### config.mk
export PLATFORM = sky130hd
export DESIGN_NAME = dm_arbiter
export DESIGN_NICKNAME = d
export VERILOG_FILES = /design/src/rtl/dm_arb_pkg.sv /design/src/rtl/dm_arb_wait_cnt.sv /design/src/rtl/dm_arbiter.sv
export SDC_FILE = /design/constraint.sdc
export NUM_CORES = 1
export LEC_CHECK = 0
export CORE_AREA = 2 2 154 156
export CTS_CLUSTER_SIZE = 20
export DETAILED_ROUTE_END_ITERATION = 16
export DIE_AREA = 0 0 156 158
export SLEW_MARGIN = 20
export SYNTH_ARGS = -nofsm -noshare
export SYNTH_HDL_FRONTEND = slang
export SYNTH_SLANG_ARGS = --single-unit
export TNS_END_PERCENT = 100
### constraint.sdc
create_clock -name clk -period 3.2 [get_ports clk]
set_clock_uncertainty 0.2 [all_clocks]
set_input_delay 0.8 -clock clk [delete_from_list [all_inputs] [get_ports clk]]
set_output_delay 0.8 -clock clk [all_outputs]
set_load 0.02 [all_outputs]
### src/rtl/dm_arb_pkg.sv
// Shared constants, request bundle and address helper for the data-memory arbiter.
package dm_arb_pkg;

  localparam logic ST_PRIO0  = 1'b0;
  localparam logic ST_FORCE1 = 1'b1;

  localparam int DM_IDX_HI = 11;
  localparam int DM_IDX_LO = 2;
  localparam int DM_WORDS  = 1 << (DM_IDX_HI - DM_IDX_LO + 1);

  typedef struct packed {
    logic        we;
    logic [31:0] addr;
    logic [31:0] wd;
    logic [31:0] pc;
  } dm_req_t;

  function automatic logic [DM_IDX_HI-DM_IDX_LO:0] dm_word_idx(input logic [31:0] addr);
    return addr[DM_IDX_HI:DM_IDX_LO];
  endfunction

endpackage

### src/rtl/dm_arb_wait_cnt.sv
// Saturating count of consecutive contested cycles lost by port 1.
module dm_arb_wait_cnt #(
  parameter int MAX_WAIT = 4,
  parameter int CW       = 4
) (
  input  logic clk,
  input  logic reset,
  input  logic inc,
  input  logic clr,
  output logic hit
);

  localparam logic [CW-1:0] MAX_V = CW'(MAX_WAIT);

  logic [CW-1:0] cnt_q;
  logic [CW-1:0] cnt_d;

  always_comb begin
    cnt_d = cnt_q;
    if (clr) begin
      cnt_d = '0;
    end else if (inc && (cnt_q < MAX_V)) begin
      cnt_d = cnt_q + 1'b1;
    end
  end

  // hit flags the increment that reaches the limit, so the FSM can switch next cycle
  assign hit = inc && !clr && (cnt_q >= (MAX_V - 1'b1));

  always_ff @(posedge clk) begin
    if (!reset) begin
      cnt_q <= '0;
    end else begin
      cnt_q <= cnt_d;
    end
  end

endmodule

### src/rtl/dm_arbiter.sv
// Two-port arbiter for the single-port data memory: fixed priority to port 0 with starvation relief.
// Optional port-1 bus lock is enabled by defining DM_ARB_LOCK_EN.
module dm_arbiter
  import dm_arb_pkg::*;
#(
  parameter int MAX_WAIT = 4,
  parameter int CW       = 4
) (
  input  logic        clk,
  input  logic        reset,
  input  logic        req0,
  input  logic        req1,
  input  logic        we0,
  input  logic        we1,
  input  logic [31:0] addr0,
  input  logic [31:0] addr1,
  input  logic [31:0] wd0,
  input  logic [31:0] wd1,
  input  logic [31:0] pc0,
  input  logic [31:0] pc1,
`ifdef DM_ARB_LOCK_EN
  input  logic        lock1,
`endif
  output logic        gnt0,
  output logic        gnt1,
  output logic        rvalid0,
  output logic        rvalid1,
  output logic [31:0] rdata0,
  output logic [31:0] rdata1,
  output logic        mem_we,
  output logic [31:0] mem_addr,
  output logic [31:0] mem_wd,
  output logic [31:0] mem_pc,
  input  logic [31:0] mem_rd
);

  logic        state_q;
  logic        state_d;
  logic        cnt_inc;
  logic        cnt_clr;
  logic        cnt_hit;
  logic        lock_act;
  logic        rvalid0_q;
  logic        rvalid0_d;
  logic        rvalid1_q;
  logic        rvalid1_d;
  logic [31:0] rdata0_q;
  logic [31:0] rdata0_d;
  logic [31:0] rdata1_q;
  logic [31:0] rdata1_d;
  dm_req_t     port0;
  dm_req_t     port1;
  dm_req_t     win;

`ifdef DM_ARB_LOCK_EN
  logic gnt1_prev_q;
  logic gnt1_prev_d;

  assign gnt1_prev_d = gnt1;
  assign lock_act    = gnt1_prev_q & lock1 & req1;

  always_ff @(posedge clk) begin
    if (!reset) begin
      gnt1_prev_q <= 1'b0;
    end else begin
      gnt1_prev_q <= gnt1_prev_d;
    end
  end
`else
  assign lock_act = 1'b0;
`endif

  // Grants are held low throughout reset so nothing reaches the memory.
  always_comb begin
    gnt0    = 1'b0;
    gnt1    = 1'b0;
    cnt_inc = 1'b0;
    cnt_clr = 1'b0;
    if (reset) begin
      if (lock_act) begin
        gnt1 = 1'b1;
      end else if (state_q == ST_FORCE1) begin
        if (req1) begin
          gnt1    = 1'b1;
          cnt_clr = 1'b1;
        end else begin
          gnt0 = req0;
        end
      end else begin
        if (req0) begin
          gnt0    = 1'b1;
          cnt_inc = req1;
        end else if (req1) begin
          gnt1    = 1'b1;
          cnt_clr = 1'b1;
        end
      end
    end
  end

  always_comb begin
    state_d = state_q;
    if (lock_act) begin
      state_d = ST_PRIO0;
    end else if (state_q == ST_FORCE1) begin
      if (gnt1) begin
        state_d = ST_PRIO0;
      end
    end else if (cnt_hit) begin
      state_d = ST_FORCE1;
    end
  end

  dm_arb_wait_cnt #(
    .MAX_WAIT (MAX_WAIT),
    .CW       (CW)
  ) u_wait_cnt (
    .clk   (clk),
    .reset (reset),
    .inc   (cnt_inc),
    .clr   (cnt_clr),
    .hit   (cnt_hit)
  );

  assign port0 = '{we: we0, addr: addr0, wd: wd0, pc: pc0};
  assign port1 = '{we: we1, addr: addr1, wd: wd1, pc: pc1};

  always_comb begin
    win = port0;
    if (gnt1) begin
      win = port1;
    end
  end

  assign mem_we   = (gnt0 & we0) | (gnt1 & we1);
  assign mem_addr = win.addr;
  assign mem_wd   = win.wd;
  assign mem_pc   = win.pc;

  always_comb begin
    rvalid0_d = gnt0 & ~we0;
    rvalid1_d = gnt1 & ~we1;
    rdata0_d  = rvalid0_d ? mem_rd : rdata0_q;
    rdata1_d  = rvalid1_d ? mem_rd : rdata1_q;
  end

  always_ff @(posedge clk) begin
    if (!reset) begin
      state_q   <= ST_PRIO0;
      rvalid0_q <= 1'b0;
      rvalid1_q <= 1'b0;
      rdata0_q  <= '0;
      rdata1_q  <= '0;
    end else begin
      state_q   <= state_d;
      rvalid0_q <= rvalid0_d;
      rvalid1_q <= rvalid1_d;
      rdata0_q  <= rdata0_d;
      rdata1_q  <= rdata1_d;
    end
  end

  assign rvalid0 = rvalid0_q;
  assign rvalid1 = rvalid1_q;
  assign rdata0  = rdata0_q;
  assign rdata1  = rdata1_q;

endmodule

# Word level (Yosys, flattened, before mapping)
# Cells that the tools add are included.
dict set report op_classes {
  n_div 0
  bitwise 8
  mux 15
  n_addsub 1
  n_reduce_logical 5
  eq_ne 0
  magnitude_cmp 2
  shift 0
  mul 0
}
# op n
set ops {}
lappend ops {{$mux 96} 1}
lappend ops {{$mux 1} 14}
lappend ops {{$add 4x1->4 const B} 1}
lappend ops {{$and 1x1->1} 4}
lappend ops {{$ge 4x2->1 const B} 1}
lappend ops {{$lt 4x3->1 const B} 1}
lappend ops {{$logic_and 1x1->1} 3}
lappend ops {{$not 1->1} 3}
lappend ops {{$reduce_or 2->1} 1}
lappend ops {{$logic_not 1->1} 1}
lappend ops {{$or 1x1->1} 1}
dict set report word_totals {
  romBits 0
  wordCells 37
  latch_bits 0
  ff_bits 71
  output_inout_bits 165
  memories 0
  input_bits 230
  ram_bits 0
}

# Logic depth before layout (Yosys ltp)
dict set report logic_depth {
  ltp_word 9
  mapped_depth 7
  ltp_nobuf 4
}

# Cells and area by module
# Synthesis repeated with hierarchy kept, for this count alone.
dict set report unflattened {
  hier_cells 386
  hier_area_um2 3992.6
}
# module cells_per_inst n_inst area_each_um2 seq_area_each_um2
set modules_own_cells {}
lappend modules_own_cells {dm_arbiter 366 1 3797.4 1341.3}
lappend modules_own_cells {dm_arb_wait_cnt 20 1 195.2 80.1}

# Worst setup path before layout
# No wires, ideal clock.
dict set report synth_path {
  kind {input-to-output}
  from {input port reset}
  to {output port mem_we}
  arrival_time_ns 1.698
  path_stages 6
  setup_slack_ns 0.502
  t_required_ns 2.200
  n_path_buf 3
  cell_sequence {buf_6 nand3_4 buf_6 buf_6 inv_2 a22o_1}
}
dict set report synth_via {
  elab_chain_len 3
  elab_cells_between_ends 5
  classes_between {mux: 2; bitwise: 3}
}
# element line_no
set synth_lines {}
lappend synth_lines {{start, declared} dm_arbiter.sv:10} ;# input logic reset,
lappend synth_lines {{$mux 1} dm_arbiter.sv:79} ;# if (reset) begin
lappend synth_lines {{net gnt1} dm_arbiter.sv:25} ;# output logic gnt1,
lappend synth_lines {{$and 1x1->1} dm_arbiter.sv:135} ;# assign mem_we = (gnt0 & we0) | (gnt1 & we1);
lappend synth_lines {{$or 1x1->1} dm_arbiter.sv:135}
lappend synth_lines {{end, declared} dm_arbiter.sv:30} ;# output logic mem_we,
# The timed path passes the listed nets, and every way through them passes these cells.

# Final worst setup path
dict set report layout_path {
  from {input port req0}
  to {output port mem_we}
}
dict set report layout_via {
  elab_chain_len 5
  elab_cells_between_ends 10
  classes_between {mux: 7; bitwise: 3}
}
# element line_no
set layout_lines {}
lappend layout_lines {{start, declared} dm_arbiter.sv:11} ;# input logic req0,
lappend layout_lines {{$mux 1, on equally long branches} {dm_arbiter.sv:90, dm_arbiter.sv:83}}
lappend layout_lines {{$mux 1} dm_arbiter.sv:82} ;# end else if (state_q == ST_FORCE1) begin
lappend layout_lines {{$mux 1} dm_arbiter.sv:79}
lappend layout_lines {{$and 1x1->1} dm_arbiter.sv:135}
lappend layout_lines {{$or 1x1->1 *} dm_arbiter.sv:135}
# Mark *: on every way between the ends. The rest lies on a longest branch, timed or not.

==> results.yml <==
status:
  outcome: "complete, no violations"
hold_path:
  holdCritPathClass: "reg2reg"
  hold-path-cell-count: 2
  hold_start: "rdata0[10]$_SDFFE_PN0P_"
  hold_end: "rdata0[10]$_SDFFE_PN0P_"
route:
  wl_per_cell_um: 19.03
  drc: 0
  drtIter0Drc: 168
  vias_per_cell: 4.218
  ant_nets: 0
  firstDrtPassIters: 6
  totalWireLength_um: 20210
  vias: 4480
power_and_ir_drop:
  switching_share_pct: 29.15
  pwr-share-comb_pct: 34.0
  seq_power_share_pct: 33.4
  powerDensity_nw_per_um2: 327.4
  power_mw: 2.816
  internal_power_mw: 1.995
  irDropWorstVdd_mv: 0.3788
  clkPwrFrac_pct: 32.6
  p_sw_mw: 0.8208
  leakagePower_nw: 3.497
critical_path:
  crit_path_start_kind: "input port"
  required_ps: 2200
  crit_fanout: 12
  r2r_cells: 5
  cp_slowest_cell: "dlygate4sd2_1"
  worstPathArrival_ps: 2140
  criticalPathCategory: "in2out"
  r2r_end: "rdata0[31]$_SDFFE_PN0P_"
  path_cells: "buf_2, nand2b_4, nand3_4, bufbuf_16, inv_2, a22o_1, dlygate4sd2_1"
  r2r_slack_ps: 1460
  r2r-start: "state_q$_SDFF_PN0_"
  worstSetupEndpointType: "output pin"
  crit_path_max_incr_delay_ps: 330
floorplan:
  die_x_um: 156
  dieArea_sq_um: 24650
  core_area_sq_um: 23050
  rows: 56
  io_pins: 395
  die_h_um: 158
  initial_core_util_pct: 17.37
placement:
  hpwlAfterDp_um: 15790
  gp_congestion: 0.7540
  port_buffers: 394
  placed_cells: 1037
sta:
  fmax_mhz: 318.7
  slew_headroom_pct: 70.89
  holdWs_ps: 256.9
  period_minus_slack_ps: 3138
  hold_violations: 0
  finalSetupTns_ps: 0
  tightest_slew_ps: 436.6
  finalCritPeriodShare_pct: 98.06
  setup_viol: 0
  rsz0062_at_grt: "false"
  slew_viol_final: 0
yosys:
  ys_ff_latch: 71
  synthArstFlopShare_pct: 0
  synth_nets: 594
  synth-main-ff-cell: "dfxtp_1"
  synth_edf_count: 0
  synth_cell_types: 31
  synthesis.area_sq_um: 4005
  syn-instance-count: 363
  yosys_warnings: 0
  yosysSeqAreaShare_pct: 35.49
  syn-mean-instance-area_sq_um: 11.03
clocking:
  cts.clk_slew.worst_paths_ps: 60
  insertion_delay_ps: 330
  cts-root-buf: "clkbuf_16"
  cts_tree: "built"
  cts_buffers: 9
  htree_num_levels: 3
  clock_sinks: 71
  clockBufferDepth: 2
layout:
  drive_gt1_share_pct: 31.22
  final_cell_mix: "clkdlybuf4s50_1 (292), dfxtp_1 (71), mux2_2 (67)"
  layout.nets: 998
  layout_commonest_cell: "clkdlybuf4s50_1"
  fin_cells: 1062
  synthToLayoutAreaGrowth_pct: 114.8
  fillerInstances: 2318
  diodes: 0
grt:
  grt_overflow_total: 0
  antenna_found_initial: 1
  grt_pass1_wl_um: 27360
  grt_start_max_net_pins: 34
  grt_util_all_layers_pct: 14.90
  grt_pass1_vias: 4374
flow_run:
  drv_cap: 0
==> cell usage after synthesis (3+ instances only) <==
master,n,area share (%)
dfxtp_1,71,35
mux2_2,67,19
nand2_1,38,3.6
nand4_1,32,5.0
a22o_1,31,6.8
mux2_4,29,11
o21ai_2,29,6.3
buf_6,17,4.8
clkbuf_1,11,1.0
buf_2,8,1.0
o21ai_0,3,0.37
==> routing by layer <==
layer / track usage (%) / share of wire (%) / up-vias
met5: 0 / 0.054 / -
met4: 2.883 / 0.88 / 2
met3: 4.791 / 8.4 / 18
met2: 25.33 / 50 / 192
met1: 18.59 / 41 / 2099
li1: - / - / 2169
==> worst max-delay path by stage <==
stage / endpoint / start / cells after the start / slack (ps)
after floorplan: mem_we / reset / 6 / 500
after global placement: mem_pc[17] / req0 / 6 / -670
after detailed placement: mem_pc[22] / req0 / 6 / -650
after CTS: mem_we / req1 / 6 / 20
after global routing: mem_we / req0 / 7 / 20
final: mem_we / req0 / 7 / 60
==> cell type report <==
type / count / area [sq um] / share of cell area, %
clock buffer: 9 / 225.2 / 2.618
clock inverter: 7 / 50.05 / 0.5818
inverter: 4 / 15.01 / 0.1745
multi-input combinational: 253 / 2316 / 26.92
sequential: 71 / 1421 / 16.52
tap: 290 / 362.8 / 4.218
timing repair buffer: 428 / 4212 / 48.96
==> power by group through the flow <==
stage	Sequential, mW	Clock (mW)	Combinational [mW]
after global placement	0.959	0	0.998
after floorplan	1.00	0	0.356
after CTS	0.941	0.955	0.965
final	0.941	0.919	0.956
after global routing	0.945	0.990	1.01
after detailed placement	0.959	0	0.997
==> flip-flops by register name (all words and copies together), names as in the netlist <==
name              flops
rvalid0               1
u_wait_cnt.cnt_q      4
rdata0               32
rvalid1               1
rdata1               32
state_q               1
==> cell families (layout without fill, tap and decap cells) <==
| logic type | after synthesis | after routing | synth area share, % |
|---|---|---|---|
| buf+inv | 40 | 448 | 7.185 |
| simple gates | 84 | 85 | 11.53 |
| flops | 71 | 71 | 35.49 |
| mux | 96 | 96 | 29.71 |
| fa+ha+maj | 1 | 1 | 0.3124 |
| compound gates | 71 | 71 | 15.78 |
==> through the flow <==
stage	cell area, sq um	util [%]	setup WS [ps]
6_report	8602	37.32	62.20
5_1_grt	8602	37.32	24.36
4_1_cts	8602	37.32	22.09
3_5_place_dp	8280	35.92	-651.2
3_3_place_gp	8280	35.92	-671.8
2_1_floorplan	4005	-	502.5
==> critical path: cells and delay by family <==
kind            cells  cell delay [ps]
buf+inv             4              850
simple gates        2              250
compound gates      1              240
==> what timing repair did <==
| item | in CTS | in global routing |
|---|---|---|
| setup endpoints to repair | 99 | 1 |
| hold buffers | 0 | 0 |
| gates resized for setup | 239 | 0 |
| pin swaps | 2 | 1 |
| cloned | 4 | 0 |
| setup buffers | 5 | 0 |
Note: power is estimated with default switching activity, not from simulation.
